--- src/rtl/mips_ctrl_pkg.sv ---
// Shared encodings for the multi-cycle MIPS control sequencer.
// States, opcodes, datapath select codes and the control bundle.
package mips_ctrl_pkg;

    typedef enum logic [3:0] {
        S_IDLE      = 4'd0,
        S_FETCH     = 4'd1,
        S_DECODE    = 4'd2,
        S_MEM_ADDR  = 4'd3,
        S_MEM_READ  = 4'd4,
        S_MEM_WB    = 4'd5,
        S_MEM_WRITE = 4'd6,
        S_R_EXEC    = 4'd7,
        S_R_WB      = 4'd8,
        S_BRANCH    = 4'd9,
        S_JUMP      = 4'd10,
        S_ADDI_EXEC = 4'd11,
        S_ADDI_WB   = 4'd12,
        S_HALT      = 4'd13
    } state_t;

    localparam logic [5:0] OP_RTYPE = 6'h00;
    localparam logic [5:0] OP_LW    = 6'h23;
    localparam logic [5:0] OP_SW    = 6'h2B;
    localparam logic [5:0] OP_BEQ   = 6'h04;
    localparam logic [5:0] OP_J     = 6'h02;
    localparam logic [5:0] OP_ADDI  = 6'h08;

    localparam logic [1:0] ALU_ADD   = 2'b00;
    localparam logic [1:0] ALU_SUB   = 2'b01;
    localparam logic [1:0] ALU_FUNCT = 2'b10;

    localparam logic [1:0] PC_ALU    = 2'b00;
    localparam logic [1:0] PC_ALUOUT = 2'b01;
    localparam logic [1:0] PC_JUMP   = 2'b10;

    localparam logic [1:0] SRCB_RT      = 2'b00;
    localparam logic [1:0] SRCB_FOUR    = 2'b01;
    localparam logic [1:0] SRCB_IMM     = 2'b10;
    localparam logic [1:0] SRCB_IMM_SH2 = 2'b11;

    typedef struct packed {
        logic       mem_req;
        logic       mem_read;
        logic       mem_write;
        logic       iord;
        logic       ir_write;
        logic       pc_write;
        logic       pc_write_cond;
        logic [1:0] pc_source;
        logic [1:0] alu_op;
        logic       alu_src_a;
        logic [1:0] alu_src_b;
        logic       reg_dst;
        logic       reg_write;
        logic       mem_to_reg;
        logic       halted;
    } ctrl_t;

endpackage

--- src/rtl/mc_output_decode.sv ---
// State-to-controls table for the multi-cycle sequencer.
// Only FETCH looks at mem_ready, to gate the IR and PC loads.
module mc_output_decode
    import mips_ctrl_pkg::*;
(
    input  state_t state,
    input  logic   mem_ready,
    output ctrl_t  ctrl
);

    always_comb begin
        ctrl = '0;
        unique case (state)
            S_FETCH: begin
                ctrl.mem_req   = 1'b1;
                ctrl.mem_read  = 1'b1;
                ctrl.alu_src_b = SRCB_FOUR;
                ctrl.alu_op    = ALU_ADD;
                ctrl.pc_source = PC_ALU;
                ctrl.ir_write  = mem_ready;
                ctrl.pc_write  = mem_ready;
            end
            S_DECODE: begin
                ctrl.alu_src_b = SRCB_IMM_SH2;
                ctrl.alu_op    = ALU_ADD;
            end
            S_MEM_ADDR, S_ADDI_EXEC: begin
                ctrl.alu_src_a = 1'b1;
                ctrl.alu_src_b = SRCB_IMM;
                ctrl.alu_op    = ALU_ADD;
            end
            S_MEM_READ: begin
                ctrl.mem_req  = 1'b1;
                ctrl.mem_read = 1'b1;
                ctrl.iord     = 1'b1;
            end
            S_MEM_WB: begin
                ctrl.reg_write  = 1'b1;
                ctrl.mem_to_reg = 1'b1;
            end
            S_MEM_WRITE: begin
                ctrl.mem_req   = 1'b1;
                ctrl.mem_write = 1'b1;
                ctrl.iord      = 1'b1;
            end
            S_R_EXEC: begin
                ctrl.alu_src_a = 1'b1;
                ctrl.alu_src_b = SRCB_RT;
                ctrl.alu_op    = ALU_FUNCT;
            end
            S_R_WB: begin
                ctrl.reg_write = 1'b1;
                ctrl.reg_dst   = 1'b1;
            end
            S_BRANCH: begin
                ctrl.alu_src_a     = 1'b1;
                ctrl.alu_src_b     = SRCB_RT;
                ctrl.alu_op        = ALU_SUB;
                ctrl.pc_write_cond = 1'b1;
                ctrl.pc_source     = PC_ALUOUT;
            end
            S_JUMP: begin
                ctrl.pc_write  = 1'b1;
                ctrl.pc_source = PC_JUMP;
            end
            S_ADDI_WB: ctrl.reg_write = 1'b1;
            S_HALT:    ctrl.halted    = 1'b1;
            default:   ctrl = '0;
        endcase
    end

endmodule

--- src/rtl/multicycle_control.sv ---
// Multi-cycle MIPS control FSM: sequences FETCH/DECODE/EXECUTE/MEM/WB,
// traps illegal opcodes and counts retired instructions.
module multicycle_control
    import mips_ctrl_pkg::*;
#(
    parameter int OPW  = 6,
    parameter int CNTW = 32
) (
    input  logic            clk,
    input  logic            rst,
    input  logic            run,
    input  logic [OPW-1:0]  opcode,
    input  logic            zero,
    input  logic            mem_ready,
    output logic            mem_req,
    output logic            MemRead,
    output logic            MemWrite,
    output logic            IorD,
    output logic            IRWrite,
    output logic            PCWrite,
    output logic            PCWriteCond,
    output logic [1:0]      PCSource,
    output logic [1:0]      ALUOp,
    output logic            ALUSrcA,
    output logic [1:0]      ALUSrcB,
    output logic            RegDst,
    output logic            RegWrite,
    output logic            MemtoReg,
    output logic            halted,
    output logic [3:0]      state,
    output logic [CNTW-1:0] retired
);

    state_t          state_q;
    state_t          state_d;
    logic            retire;
    logic [CNTW-1:0] retired_q;
    logic [5:0]      op;
    ctrl_t           ctrl;

    // The branch outcome is resolved in the datapath via PCWriteCond.
    logic unused_zero;
    assign unused_zero = zero;

    assign op = 6'(opcode);

    always_ff @(posedge clk or negedge rst) begin
        if (!rst) begin
            state_q   <= S_IDLE;
            retired_q <= '0;
        end else begin
            state_q <= state_d;
            if (retire)
                retired_q <= retired_q + CNTW'(1);
        end
    end

    always_comb begin
        state_d = state_q;
        retire  = 1'b0;
        unique case (state_q)
            S_IDLE:
                if (run) state_d = S_FETCH;
            S_FETCH:
                if (mem_ready) state_d = S_DECODE;
            S_DECODE:
                case (op)
                    OP_RTYPE:     state_d = S_R_EXEC;
                    OP_LW, OP_SW: state_d = S_MEM_ADDR;
                    OP_BEQ:       state_d = S_BRANCH;
                    OP_J:         state_d = S_JUMP;
                    OP_ADDI:      state_d = S_ADDI_EXEC;
                    default:      state_d = S_HALT;
                endcase
            S_MEM_ADDR:
                case (op)
                    OP_LW:   state_d = S_MEM_READ;
                    OP_SW:   state_d = S_MEM_WRITE;
                    default: state_d = S_HALT;
                endcase
            S_MEM_READ:
                if (mem_ready) state_d = S_MEM_WB;
            S_R_EXEC:    state_d = S_R_WB;
            S_ADDI_EXEC: state_d = S_ADDI_WB;
            S_MEM_WB, S_R_WB, S_BRANCH, S_JUMP, S_ADDI_WB,
            S_MEM_WRITE: begin
                // A store completes on its mem_ready cycle.
                if (state_q != S_MEM_WRITE || mem_ready) begin
                    retire  = 1'b1;
                    state_d = run ? S_FETCH : S_IDLE;
                end
            end
            S_HALT:  state_d = S_HALT;
            default: state_d = S_HALT;
        endcase
    end

    mc_output_decode u_decode (
        .state     (state_q),
        .mem_ready (mem_ready),
        .ctrl      (ctrl)
    );

    assign mem_req     = ctrl.mem_req;
    assign MemRead     = ctrl.mem_read;
    assign MemWrite    = ctrl.mem_write;
    assign IorD        = ctrl.iord;
    assign IRWrite     = ctrl.ir_write;
    assign PCWrite     = ctrl.pc_write;
    assign PCWriteCond = ctrl.pc_write_cond;
    assign PCSource    = ctrl.pc_source;
    assign ALUOp       = ctrl.alu_op;
    assign ALUSrcA     = ctrl.alu_src_a;
    assign ALUSrcB     = ctrl.alu_src_b;
    assign RegDst      = ctrl.reg_dst;
    assign RegWrite    = ctrl.reg_write;
    assign MemtoReg    = ctrl.mem_to_reg;
    assign halted      = ctrl.halted;
    assign state       = state_q;
    assign retired     = retired_q;

endmodule

--- config.mk ---
export PLATFORM = sky130hd
export DESIGN_NAME = multicycle_control
export DESIGN_NICKNAME = d
export VERILOG_FILES = /design/src/rtl/mips_ctrl_pkg.sv /design/src/rtl/mc_output_decode.sv /design/src/rtl/multicycle_control.sv
export SDC_FILE = /design/constraint.sdc
export NUM_CORES = 1
export LEC_CHECK = 0
export BUFFER_PORTS_ARGS = -buffer_cell sky130_fd_sc_hd__buf_2
export CORE_MARGIN = 4
export CORE_UTILIZATION = 47
export DETAILED_ROUTE_END_ITERATION = 7
export PLACE_DENSITY = 0.8
export SYNTH_ARGS = -nofsm -noshare
export SYNTH_HDL_FRONTEND = slang
export SYNTH_SLANG_ARGS = --single-unit
--- constraint.sdc ---
create_clock -name clk -period 2 [get_ports clk]
set_clock_uncertainty 0.2 [all_clocks]
set_input_delay 0.4 -clock clk [delete_from_list [all_inputs] [get_ports clk]]
set_output_delay 0.4 -clock clk [all_outputs]
set_load 0.02 [all_outputs]
; After elaboration in Yosys (flattened, before gate mapping)
; Cells that the tools add are included.
[word_totals]
ff_bits = 36
latch_bits = 0
ramBits = 0
romBits = 0
in_bits = 11
elab_cells = 63
mem_count = 0
[op_classes]
add_sub_neg = 1
mul = 0
div = 0
n_lt_le_gt_ge = 0
n_eq_ne = 23
shifts = 0
muxes = 25
bitwise = 0
reduce_logical = 12
[ops]
columns = cell, n
row1 = $add A32 B1 Y32 const B, 1
row2 = $pmux W4 S8, 1
row3 = $eq A4 B4 Y1 const B, 6
row4 = $pmux W4 S5, 1
row5 = $eq A4 B3 Y1 const B, 4
row6 = $mux W4, 4
row7 = $mux W1, 14
row8 = $eq A6 B6 Y1 const B, 2
row9 = $eq A4 B2 Y1 const B, 2
row10 = $ne A2 B2 Y1 const B, 4
row11 = $pmux W2 S2, 2
row12 = $pmux W4 S2, 1
row13 = $reduce_or A2 Y1, 4
row14 = $eq A6 B2 Y1 const B, 1
row15 = $eq A6 B3 Y1 const B, 1
row16 = $eq A6 B4 Y1 const B, 1
row17 = $logic_not A6 Y1, 1
row18 = $pmux W2 S3, 1
row19 = $reduce_or A3 Y1, 2
row20 = $reduce_or A6 Y1, 1
row21 = $eq A4 B1 Y1 const B, 1
row22 = $logic_not A4 Y1, 1
row23 = $ne A4 B3 Y1 const B, 1
row24 = $reduce_and A4 Y1, 1
row25 = 3 further kinds, 3

; Logic depth before layout (Yosys ltp)
; Gate-level depths: netlist of run 1.
[logic_depth]
ltp_word = 4
ltp_mapped = 8

; Cells and area by module
; From an unflattened synthesis of run 1, not the netlist that was laid out.
[hier_totals]
hier_cells = 241
area_unflattened_um2 = 2240.9
[by_module_without_submodules]
columns = mod, instances, cells_per_inst, area_per_inst_um2
row1 = multicycle_control, 1, 206, 2011.9
row2 = mc_output_decode, 1, 35, 229.0

; Worst setup path before layout of run 1
; No wires, ideal clock.
[synth_path]
kind = register to output
from = reg state_q[0] (netlist: state[0])
to = out MemRead
t_arrival_ps = 1709
required_time_ps = 1400
slack_ps = -309
path_stages_with_launch = 6
path_cell_list = dfrtp_1 -> buf_2 -> clkbuf_1 -> buf_2 -> xnor2_1 -> nor3_1
[synth_via]
elab_chain_len = 3
word_cells_on_any_way = 4
[synth_lines]
columns = item, line_no
row1 = from (decl), multicycle_control.sv:34  ; state_t state_q;
row2 = from (signal assigned), multicycle_control.sv:52  ; state_q <= state_d;
row3 = $eq A4 B1 Y1 or $eq A4 B3 Y1 (tied branches), mc_output_decode.sv:13  ; unique case (state)
row4 = $reduce_or A2 Y1 (no source line) *, n/a
row5 = $mux W1 *, mc_output_decode.sv:13
row6 = to (decl), multicycle_control.sv:16  ; output logic MemRead,
; Every way passes the cells marked *; elsewhere a longest branch is shown, timed or not.

; Worst setup path in the final report of run 1
[layout_path]
from = reg state_q[3] (netlist: state[3])
to = out MemtoReg
[layout_via]
elab_chain_len = 2
[layout_lines]
columns = item, line_no
row1 = $eq A4 B3 Y1, mc_output_decode.sv:13
row2 = $mux W1, mc_output_decode.sv:13
row3 = to (decl), multicycle_control.sv:28  ; output logic MemtoReg,
; Every way passes these cells.

==> results.sh, run 1 <==
export IMPL_run_status="complete, but fails checks"
export IMPL_failed_checks="negative setup slack"
export IMPL_cpMaxStageDelayCell="dfrtp_2"
export IMPL_antenna_found_initial=0
export IMPL_final_core_util_pct=70.39
export IMPL_power_frac_comb_pct=59.2
export IMPL_fin_cells=386
export IMPL_clk_pin_slew_ps=70
export IMPL_cpPeakStageDelay_ps=470
export IMPL_syn_area_per_cell_um2=9.203
export IMPL_vias=2241
export IMPL_crit_buf_inv=2
export IMPL_track_usage_pct=20.22
export IMPL_cts_root_buf="clkbuf_8"
export IMPL_arrival_ps=1420
export IMPL_first_pass_iters=4
export IMPL_grt_pass1_vias=2123
export IMPL_crit_family="flip-flops"
export IMPL_cts_path_max_buffers=2
export IMPL_synth_seq_area_share_pct=40.45
export IMPL_grt_overflow=0
export IMPL_p_leak_uw=0.001517
export IMPL_required_ps=1400
export IMPL_hold_path_class="reg -> reg"
export IMPL_slew_limit_headroom_pct=69.45
export IMPL_hpwlAfterDp_um=4040
export IMPL_powerDensity_nw_per_um2=1190
export IMPL_end_kind="primary output"
export IMPL_grt_max_degree=37
export IMPL_die_area_um2=5904
export IMPL_crit_top_cell="buf_4"
export IMPL_finalHoldViolCount=0
export IMPL_area_growth_pct=41.40
export IMPL_power_share_sequential_pct=26.4
export IMPL_dieHeight_um=76.84
export IMPL_pin_count=65
export IMPL_seq_area_um2=908.4
export IMPL_fmax_mhz=493.9
export IMPL_clockPowerShare_pct=14.3
export IMPL_synth_cells=242
export IMPL_gp_congestion=0.8721
export IMPL_final_cell_mix="47 x buf_2, 34 x buf_4, 30 x dfrtp_1, 29 x xnor2_1, 19 x buf_6"
export IMPL_ys_warn_count=0
export IMPL_drc=0
export IMPL_io_buffers=63
export IMPL_worstHoldStart="retired[31]"
export IMPL_synth_seq_cells=36
export IMPL_worstSkewPairLatency_ps=290
export IMPL_tritoncts="built"
export IMPL_cts_buffers=5
export IMPL_swShare_pct=42.93
export IMPL_cp_cell_sequence="nand2b_1, buf_4, nor2_1, buf_4"
export IMPL_path_class="reg -> out"
export IMPL_rsz0062_at_grt="yes"
export IMPL_start_util_pct=49.78
export IMPL_internal_power_uw=2139
export IMPL_wl_per_cell_um=16.81
export IMPL_dpl_cell_area_um2=2753
export IMPL_setup_viol=8
export IMPL_h_tree_depth=2
export IMPL_reg2reg_depth=7
export IMPL_layout_drive_gt1_share_pct=44.01
export IMPL_placementRows=24
export IMPL_placed_cells=364
export IMPL_holdPathEnd="retired[31]"
export IMPL_worstHoldPathCells=1
export IMPL_worst_pin_slew_ps=458.3
export IMPL_nFillCells=305
export IMPL_drv_slew=0
export IMPL_ys_flop_type="dfrtp_1"
export IMPL_async_reset_ff_share_pct=100.0
export IMPL_drt_iter0_markers=109
export IMPL_cp_max_fo=7
export IMPL_die_w_um=76.84
export IMPL_cts_sinks=36
export IMPL_reg2reg_to="retired[15]"
export IMPL_drtAntennaViolNets=0
export IMPL_switchingPower_uw=1609
export IMPL_fin_ws_ps=-24.50
export IMPL_wirelength_um=6490
export IMPL_period_share_pct=101.2
export IMPL_syn_nets=254
export IMPL_ir_worst_vdd_v=0.0007874
export IMPL_fin_crit_ps=2025
export IMPL_r2r_slack_ps=-10
export IMPL_synth_distinct_cells=48
export IMPL_viasPerCell=5.806
export IMPL_cap_violations=0
export IMPL_synth_edff_count=0
export IMPL_timing_rr_start="state[1]"
export IMPL_grt_first_pass_wirelength_um=9942
export IMPL_core_area_um2=4474
export IMPL_nets=345
export IMPL_n_antenna_cell=0
export IMPL_worstSetupStartpointType="register"
export IMPL_layout_commonest_cell="buf_2"
export IMPL_multi_input_area_um2=1354
export IMPL_finalInstanceArea_um2=3149
export IMPL_syn_area_um2=2227
worst max-delay path by stage:
stage          startpoint     endpoint  slack, ps  depth (start not counted)
4_1_cts          state[0]      PCWrite        -10                          4
2_1_floorplan    state[0]      MemRead        -20                          5
3_3_place_gp     state[0]  retired[24]        150                          6
6_report         state[3]     MemtoReg        -20                          4
5_1_grt          state[1]  retired[18]       -110                          7
3_5_place_dp     state[0]  retired[24]        110                          6
area by class of cell:
cell class              count  area share, %
repair buffers            102          22.92
clock buffers               6          2.622
inverters                   2         0.2384
well taps                  52          2.066
multi-input cells         186          42.99
flip-flops and latches     36          28.84
clock inverters             2         0.3178
logic make-up (layout without fill, tap and decap cells):
group / count (synthesis) / count (layout) / share of synthesized area (%)
XOR/XNOR: 32 / 32 / 12.58
AND/OR/NAND/NOR: 112 / 112 / 27.92
multiplexers: 3 / 3 / 1.404
flip-flops: 36 / 36 / 40.45
buffers and inverters: 20 / 112 / 4.719
adder cells (fa/ha/maj): 1 / 1 / 0.5617
AO/OA/AOI/OAI: 38 / 38 / 12.36
synthesized netlist by cell type (all sizes together) (2+ instances only):
master    n  share of area [%]
o2111ai   2               0.79
clkbuf    9                1.5
xor2      3                1.2
and3     13                3.7
o211a     2               0.90
inv       2               0.34
o32ai     2               0.79
a21oi    12                2.7
nand4    19                5.6
xnor2    29                 11
nor4      2                1.2
nand2b    7                2.0
nand3b    3                1.0
nor3      6                1.6
o21ai     7                1.6
nand2    15                2.5
or2       2               0.56
mux2i     2               0.90
nor2b     7                2.0
a211oi    4                1.6
dfrtp    36                 40
nor2     22                3.7
buf       9                2.9
nand3    12                2.7
power groups by stage:
stage               Sequential (uW)  Combinational [uW]  Clock [uW]
floorplan                      1070                1090           0
global placement                984                1660           0
detailed placement              989                1700           0
CTS                             958                1950         539
global route                   1000                2370         579
finish                          991                2220         537
routing by layer:
layer  part of all wire (%)  vias up  GRT usage [%]
li1                       -     1046              -
met1                     43     1117          25.24
met2                     52       69          35.71
met3                    3.8        9          3.630
met4                    1.5        0          5.435
met5                      0        -              0
stage by stage:
stage	setup TNS (ps)	total power (uW)	hold slack [ps]	setup slack, ps
final	-69.29	3748	271.2	-24.50
after global routing	-1677	3957	310.5	-107.8
after CTS	-14.13	3450	272.3	-14.13
after floorplan	-16.01	2159	-95.59	-16.01
after detailed placement	0	2684	258.1	106.4
after global placement	0	2648	255.7	148.6
repair_timing:
action / 4_1_cts / 5_1_grt
pin swaps: 2 / 12
gates cloned: 0 / 1
resized for setup: 23 / 40
buffers inserted: 10 / 5
hold buffers: 1 / 0
hold endpoints to repair: 36 / 0
setup endpoints to repair: 11 / 39
sequential cells by signal, summed over array words and instances, names as in the netlist:
name / cells
retired: 32
state: 4
Note: power is estimated with default switching activity, not from simulation.
==> run 2: changes to the inputs <==
REMOVE_ABC_BUFFERS = 1   (was not set)
==> run 2 against run 1 <==
The run still ends with negative setup slack left. Critical path type unchanged. Largest power group unchanged. Maximum frequency rose by 0.31%. Non-clock buffer count fell by 11. Worst setup slack improved by 6.3 ps. Highest routed layer unchanged.
==> results.sh, run 2 (synthesis gave the netlist of run 1 again) <==
export IMPL_rsz0062_at_grt="yes"
export IMPL_wl_per_cell_um=14.33
export IMPL_finalHoldViolCount=0
export IMPL_worst_pin_slew_ps=424.1
export IMPL_gp_congestion=0.7909
export IMPL_largest_reg_flops=32
export IMPL_die_w_um=76.84
export IMPL_area_growth_pct=31.18
export IMPL_layout_commonest_cell="buf_2"
export IMPL_grt_overflow=0
export IMPL_cpMaxStageDelayCell="dfrtp_2"
export IMPL_path_class="reg -> out"
export IMPL_p_leak_uw=0.001419
export IMPL_hpwlAfterDp_um=3707
export IMPL_fin_ws_ps=-18.23
export IMPL_layout_drive_gt1_share_pct=36.65
export IMPL_worstSetupPathDepth=4
export IMPL_seq_area_um2=905.9
export IMPL_drtAntennaViolNets=0
export IMPL_failed_checks="negative setup slack"
export IMPL_antenna_found_initial=0
export IMPL_grt_first_pass_wirelength_um=9039
export IMPL_start_util_pct=49.78
export IMPL_powerDensity_nw_per_um2=1150
export IMPL_cp_max_fo=6
export IMPL_cp_cell_sequence="nor2b_4, and3_4, or2_4, buf_6"
export IMPL_run_status="complete, but fails checks"
export IMPL_first_pass_iters=4
export IMPL_fmax_mhz=495.5
export IMPL_p_total_uw=3360
export IMPL_drt_iter0_markers=74
export IMPL_ir_worst_vdd_v=0.0008475
export IMPL_crit_family="simple AND/OR/NAND/NOR gates"
export IMPL_fin_cells=374
export IMPL_io_buffers=63
export IMPL_nets=334
export IMPL_nFillCells=338
export IMPL_period_share_pct=100.9
export IMPL_multi_input_area_um2=1272
export IMPL_worstSetupStartpointType="register"
export IMPL_h_tree_depth=2
export IMPL_worstHoldPathCells=1
export IMPL_track_usage_pct=18.31
export IMPL_dieHeight_um=76.84
export IMPL_worstSkewPairLatency_ps=280
export IMPL_cpPeakStageDelay_ps=470
export IMPL_tritoncts="built"
export IMPL_grt_pass1_vias=1914
export IMPL_hold_path_class="reg -> reg"
export IMPL_die_area_um2=5904
export IMPL_placed_cells=357
export IMPL_cts_sinks=36
export IMPL_tns_ps=-44.41
export IMPL_core_area_um2=4474
export IMPL_final_cell_mix="53 x buf_2, 32 x dfrtp_1, 31 x buf_4, 29 x xnor2_1, 20 x nor2_1"
export IMPL_cts_root_buf="clkbuf_8"
export IMPL_drv_slew=0
export IMPL_drc=0
export IMPL_required_ps=1400
export IMPL_pin_count=65
export IMPL_grt_max_degree=37
export IMPL_reg2reg_depth=7
export IMPL_viasPerCell=5.652
export IMPL_end_kind="primary output"
export IMPL_slew_limit_headroom_pct=71.33
export IMPL_placementRows=24
export IMPL_crit_buf_inv=1
export IMPL_cap_violations=0
export IMPL_cts_buffers=5
export IMPL_wirelength_um=5361
export IMPL_n_antenna_cell=0
export IMPL_arrival_ps=1420
export IMPL_clk_pin_slew_ps=70
export IMPL_fin_crit_ps=2018
export IMPL_setup_viol=3
export IMPL_cts_path_max_buffers=2
export IMPL_vias=2114
[run 2: metal layers]
layer / part of all wire (%) / GRT usage [%]
met2: 50 / 31.27
met4: 0.90 / 3.986
met1: 44 / 23.51
met3: 5.3 / 4.333
met5: 0 / 0
[run 2: path summary, 6_finish.rpt]
kind,start,end,slack (ps)
setup / recovery,state[0],PCWrite,-20
max in group asynchronous,rst,state[2],770
setup reg to reg,state[0],retired[30],90
hold / removal,retired[31],retired[31],280
hold reg to reg,retired[31],retired[31],280
min in group asynchronous,rst,retired[27],490
[run 2: per-stage QoR]
| stage | setup WS [ps] | utilization, % | instance area [um2] | hold WS [ps] |
|---|---|---|---|---|
| after CTS | -21.77 | 63.51 | 2841 | 286.7 |
| after global placement | 112.3 | 59.12 | 2645 | 255.0 |
| after global routing | -67.92 | 65.30 | 2922 | 311.7 |
| after detailed placement | 90.37 | 59.12 | 2645 | 263.9 |
| final | -18.23 | 65.30 | 2922 | 282.3 |
| after floorplan | -504.6 | - | 2130 | -95.59 |
[run 2: power by group]
part | switching, uW | internal [uW] | total (uW)
registers | 139 | 827 | 966
clock network | 243 | 237 | 480
logic | 1040 | 876 | 1910
total | 1420 | 1940 | 3360
[run 2: layout make-up]
cell class | count | area share [%]
sequential | 36 | 31.01
inverter | 2 | 0.2570
tap | 52 | 2.227
multi-input combinational | 186 | 43.55
clock buffer | 6 | 2.484
clock inverter | 1 | 0.1713
timing repair buffer | 91 | 20.30
[run 2: worst reg2reg max path: cells and delay by family (launching register included)]
family	cells	cell delay (ps)
DFF	1	470
and+or+nand+nor	3	440
buffers and inverters	2	340
AOI/OAI and AO/OA	1	210
xor gates and xnor gates	1	150
[run 2: repair_timing]
item                                    in CTS  in global routing
setup buffers                                6                  3
pin swaps                                    0                  2
endpoints found under the hold margin       36                  0
endpoints found under the setup margin      14                 40
hold buffers                                 1                  0
gates resized for setup                     21                 17
==> run 3: changes to the inputs <==
CORE_UTILIZATION = 56   (was 47)
PLACE_DENSITY = 0.89   (was 0.8)
clock period = 2.56 ns   (was 2 ns; I/O delays follow)
==> run 3 against run 2 <==
The flow now finishes without violations. Die area decreased by 14%. Worst hold slack got worse by 180 ps. Via count decreased by 3.5%. First-iteration DRC count increased by 130%. Worst setup slack improved by 300 ps. Wire length decreased by 5.1%. Combinational power decreased by 41%. Critical path type unchanged. Critical endpoint unchanged. Largest power group unchanged.
==> results.sh, run 3 (synthesis gave the netlist of run 1 again) <==
export IMPL_dp_slack_ps=411.5
export IMPL_vias=2039
export IMPL_end_kind="primary output"
export IMPL_hold_path_class="in -> async"
export IMPL_hold_ws_ps=100.6
export IMPL_p_leak_uw=0.001288
export IMPL_wl_per_cell_um=14.58
export IMPL_die_area_um2=5050
export IMPL_period_share_pct=88.90
export IMPL_reg2reg_to="retired[22]"
export IMPL_die_w_um=71.07
export IMPL_grt_pass1_vias=1836
export IMPL_track_usage_pct=20.39
export IMPL_rsz0062_at_grt="no"
export IMPL_viasPerCell=5.842
export IMPL_cpPeakStageDelay_ps=510
export IMPL_final_cell_mix="63 x buf_2, 36 x dfrtp_1, 29 x xnor2_1, 22 x nor2_1, 18 x nand4_1"
export IMPL_powerDensity_nw_per_um2=870.2
export IMPL_drc=0
export IMPL_n_antenna_cell=0
export IMPL_finalHoldViolCount=0
export IMPL_first_pass_iters=4
export IMPL_h_tree_depth=2
export IMPL_setup_viol=0
export IMPL_worstSkewPairLatency_ps=280
export IMPL_ir_worst_vdd_v=0.0006869
export IMPL_io_buffers=63
export IMPL_cts_hold_fix_buffers=0
export IMPL_layout_commonest_cell="buf_2"
export IMPL_fin_ws_ps=284.3
export IMPL_drt_iter0_markers=171
export IMPL_power_frac_comb_pct=48.7
export IMPL_arrival_ps=1560
export IMPL_cts_path_max_buffers=2
export IMPL_start_util_pct=59.49
export IMPL_cts_root_buf="clkbuf_8"
export IMPL_gp_congestion=0.8115
export IMPL_area_growth_pct=18.71
export IMPL_antenna_found_initial=0
export IMPL_wirelength_um=5090
export IMPL_r2r_slack_ps=410
export IMPL_grt_first_pass_wirelength_um=8452
export IMPL_fin_crit_ps=2276
export IMPL_pin_count=65
export IMPL_cap_violations=0
export IMPL_worst_pin_slew_ps=767.1
export IMPL_fmax_mhz=439.4
export IMPL_dieHeight_um=71.07
export IMPL_grt_max_degree=37
export IMPL_nets=312
export IMPL_swShare_pct=44.19
export IMPL_internal_power_uw=1284
export IMPL_reg2reg_depth=6
export IMPL_timing_rr_start="state[3]"
export IMPL_switchingPower_uw=1017
export IMPL_worstSetupStartpointType="register"
export IMPL_cp_cell_sequence="nor2_1, and3_1, or2_2, buf_2"
export IMPL_clockPowerShare_pct=17.9
export IMPL_slew_limit_headroom_pct=48.86
export IMPL_cp_max_fo=10
export IMPL_ctsResizeCount=0
export IMPL_cpMaxStageDelayCell="dfrtp_1"
export IMPL_placementRows=22
export IMPL_clk_pin_slew_ps=70
export IMPL_drv_slew=0
export IMPL_cts_buffers=5
export IMPL_cts_sinks=36
export IMPL_final_core_util_pct=70.62
export IMPL_path_class="reg -> out"
export IMPL_grt_overflow=0
export IMPL_hpwlAfterDp_um=3756
export IMPL_p_total_uw=2301
export IMPL_tritoncts="built"
export IMPL_run_status="finished clean"
export IMPL_postCtsSetupBuffers=0
export IMPL_drtAntennaViolNets=0
export IMPL_required_ps=1850
export IMPL_power_share_sequential_pct=33.4
export IMPL_largest_reg_flops=32
export IMPL_core_area_um2=3744
export IMPL_layout_drive_gt1_share_pct=27.57
-- run 3: changes by cell type in the layout (fill, tap and decap cells not counted), moves of 3 or more --
cell | previous run | this run
buf_2 | 53 | 63
dfrtp_1 | 32 | 36
nand2b_1 | 4 | 7
dfrtp_2 | 4 | 0
buf_4 | 31 | 6
buf_6 | 4 | 0
-- run 3: layout make-up --
class	count	area [um2]
fillers	316	1100
inverters	2	7.507
clock inverters	1	7.507
flip-flops and latches	36	900.9
repair buffers	69	360.3
well taps	48	60.06
clock buffers	7	86.33
multi-input cells	186	1221
-- run 3: power groups by stage --
stage          logic [uW]  clock network [uW]  registers (uW)
6_report             1120                 411             769
5_1_grt              1240                 445             788
4_1_cts              1130                 422             766
3_5_place_dp         1120                   0             777
3_3_place_gp         1100                   0             772
2_1_floorplan         606                   0             915
-- run 3: metrics by stage --
step	TNS, ps	instance area, um2	cells
floorplan	-123.1	2130	224
global placement	0	2550	341
detailed placement	0	2550	341
CTS	0	2644	349
global route	0	2644	349
finish	0	2644	349
-- run 3: how the worst max path moves through the flow --
stage | startpoint | end | slack, ps
3_5_place_dp | mem_ready | retired[28] | 410
5_1_grt | state[0] | MemRead | 200
2_1_floorplan | state[0] | ALUOp[0] | -40
3_3_place_gp | mem_ready | retired[24] | 450
4_1_cts | state[3] | PCWrite | 290
6_report | state[3] | PCWrite | 280
-- run 3: metal layers --
layer / up-vias / global-route usage [%] / share of wire [%]
met2: 65 / 34.81 / 50
met5: - / 0 / 0
met4: 0 / 5.846 / 0.90
li1: 987 / - / -
met1: 982 / 25.83 / 43
met3: 5 / 4.688 / 6.2
-- run 3: worst max-delay path: cells and delay by family, from the launching register on --
kind	cells	cell delay [ps]
simple gates	3	610
flops	1	510
buf+inv	1	160
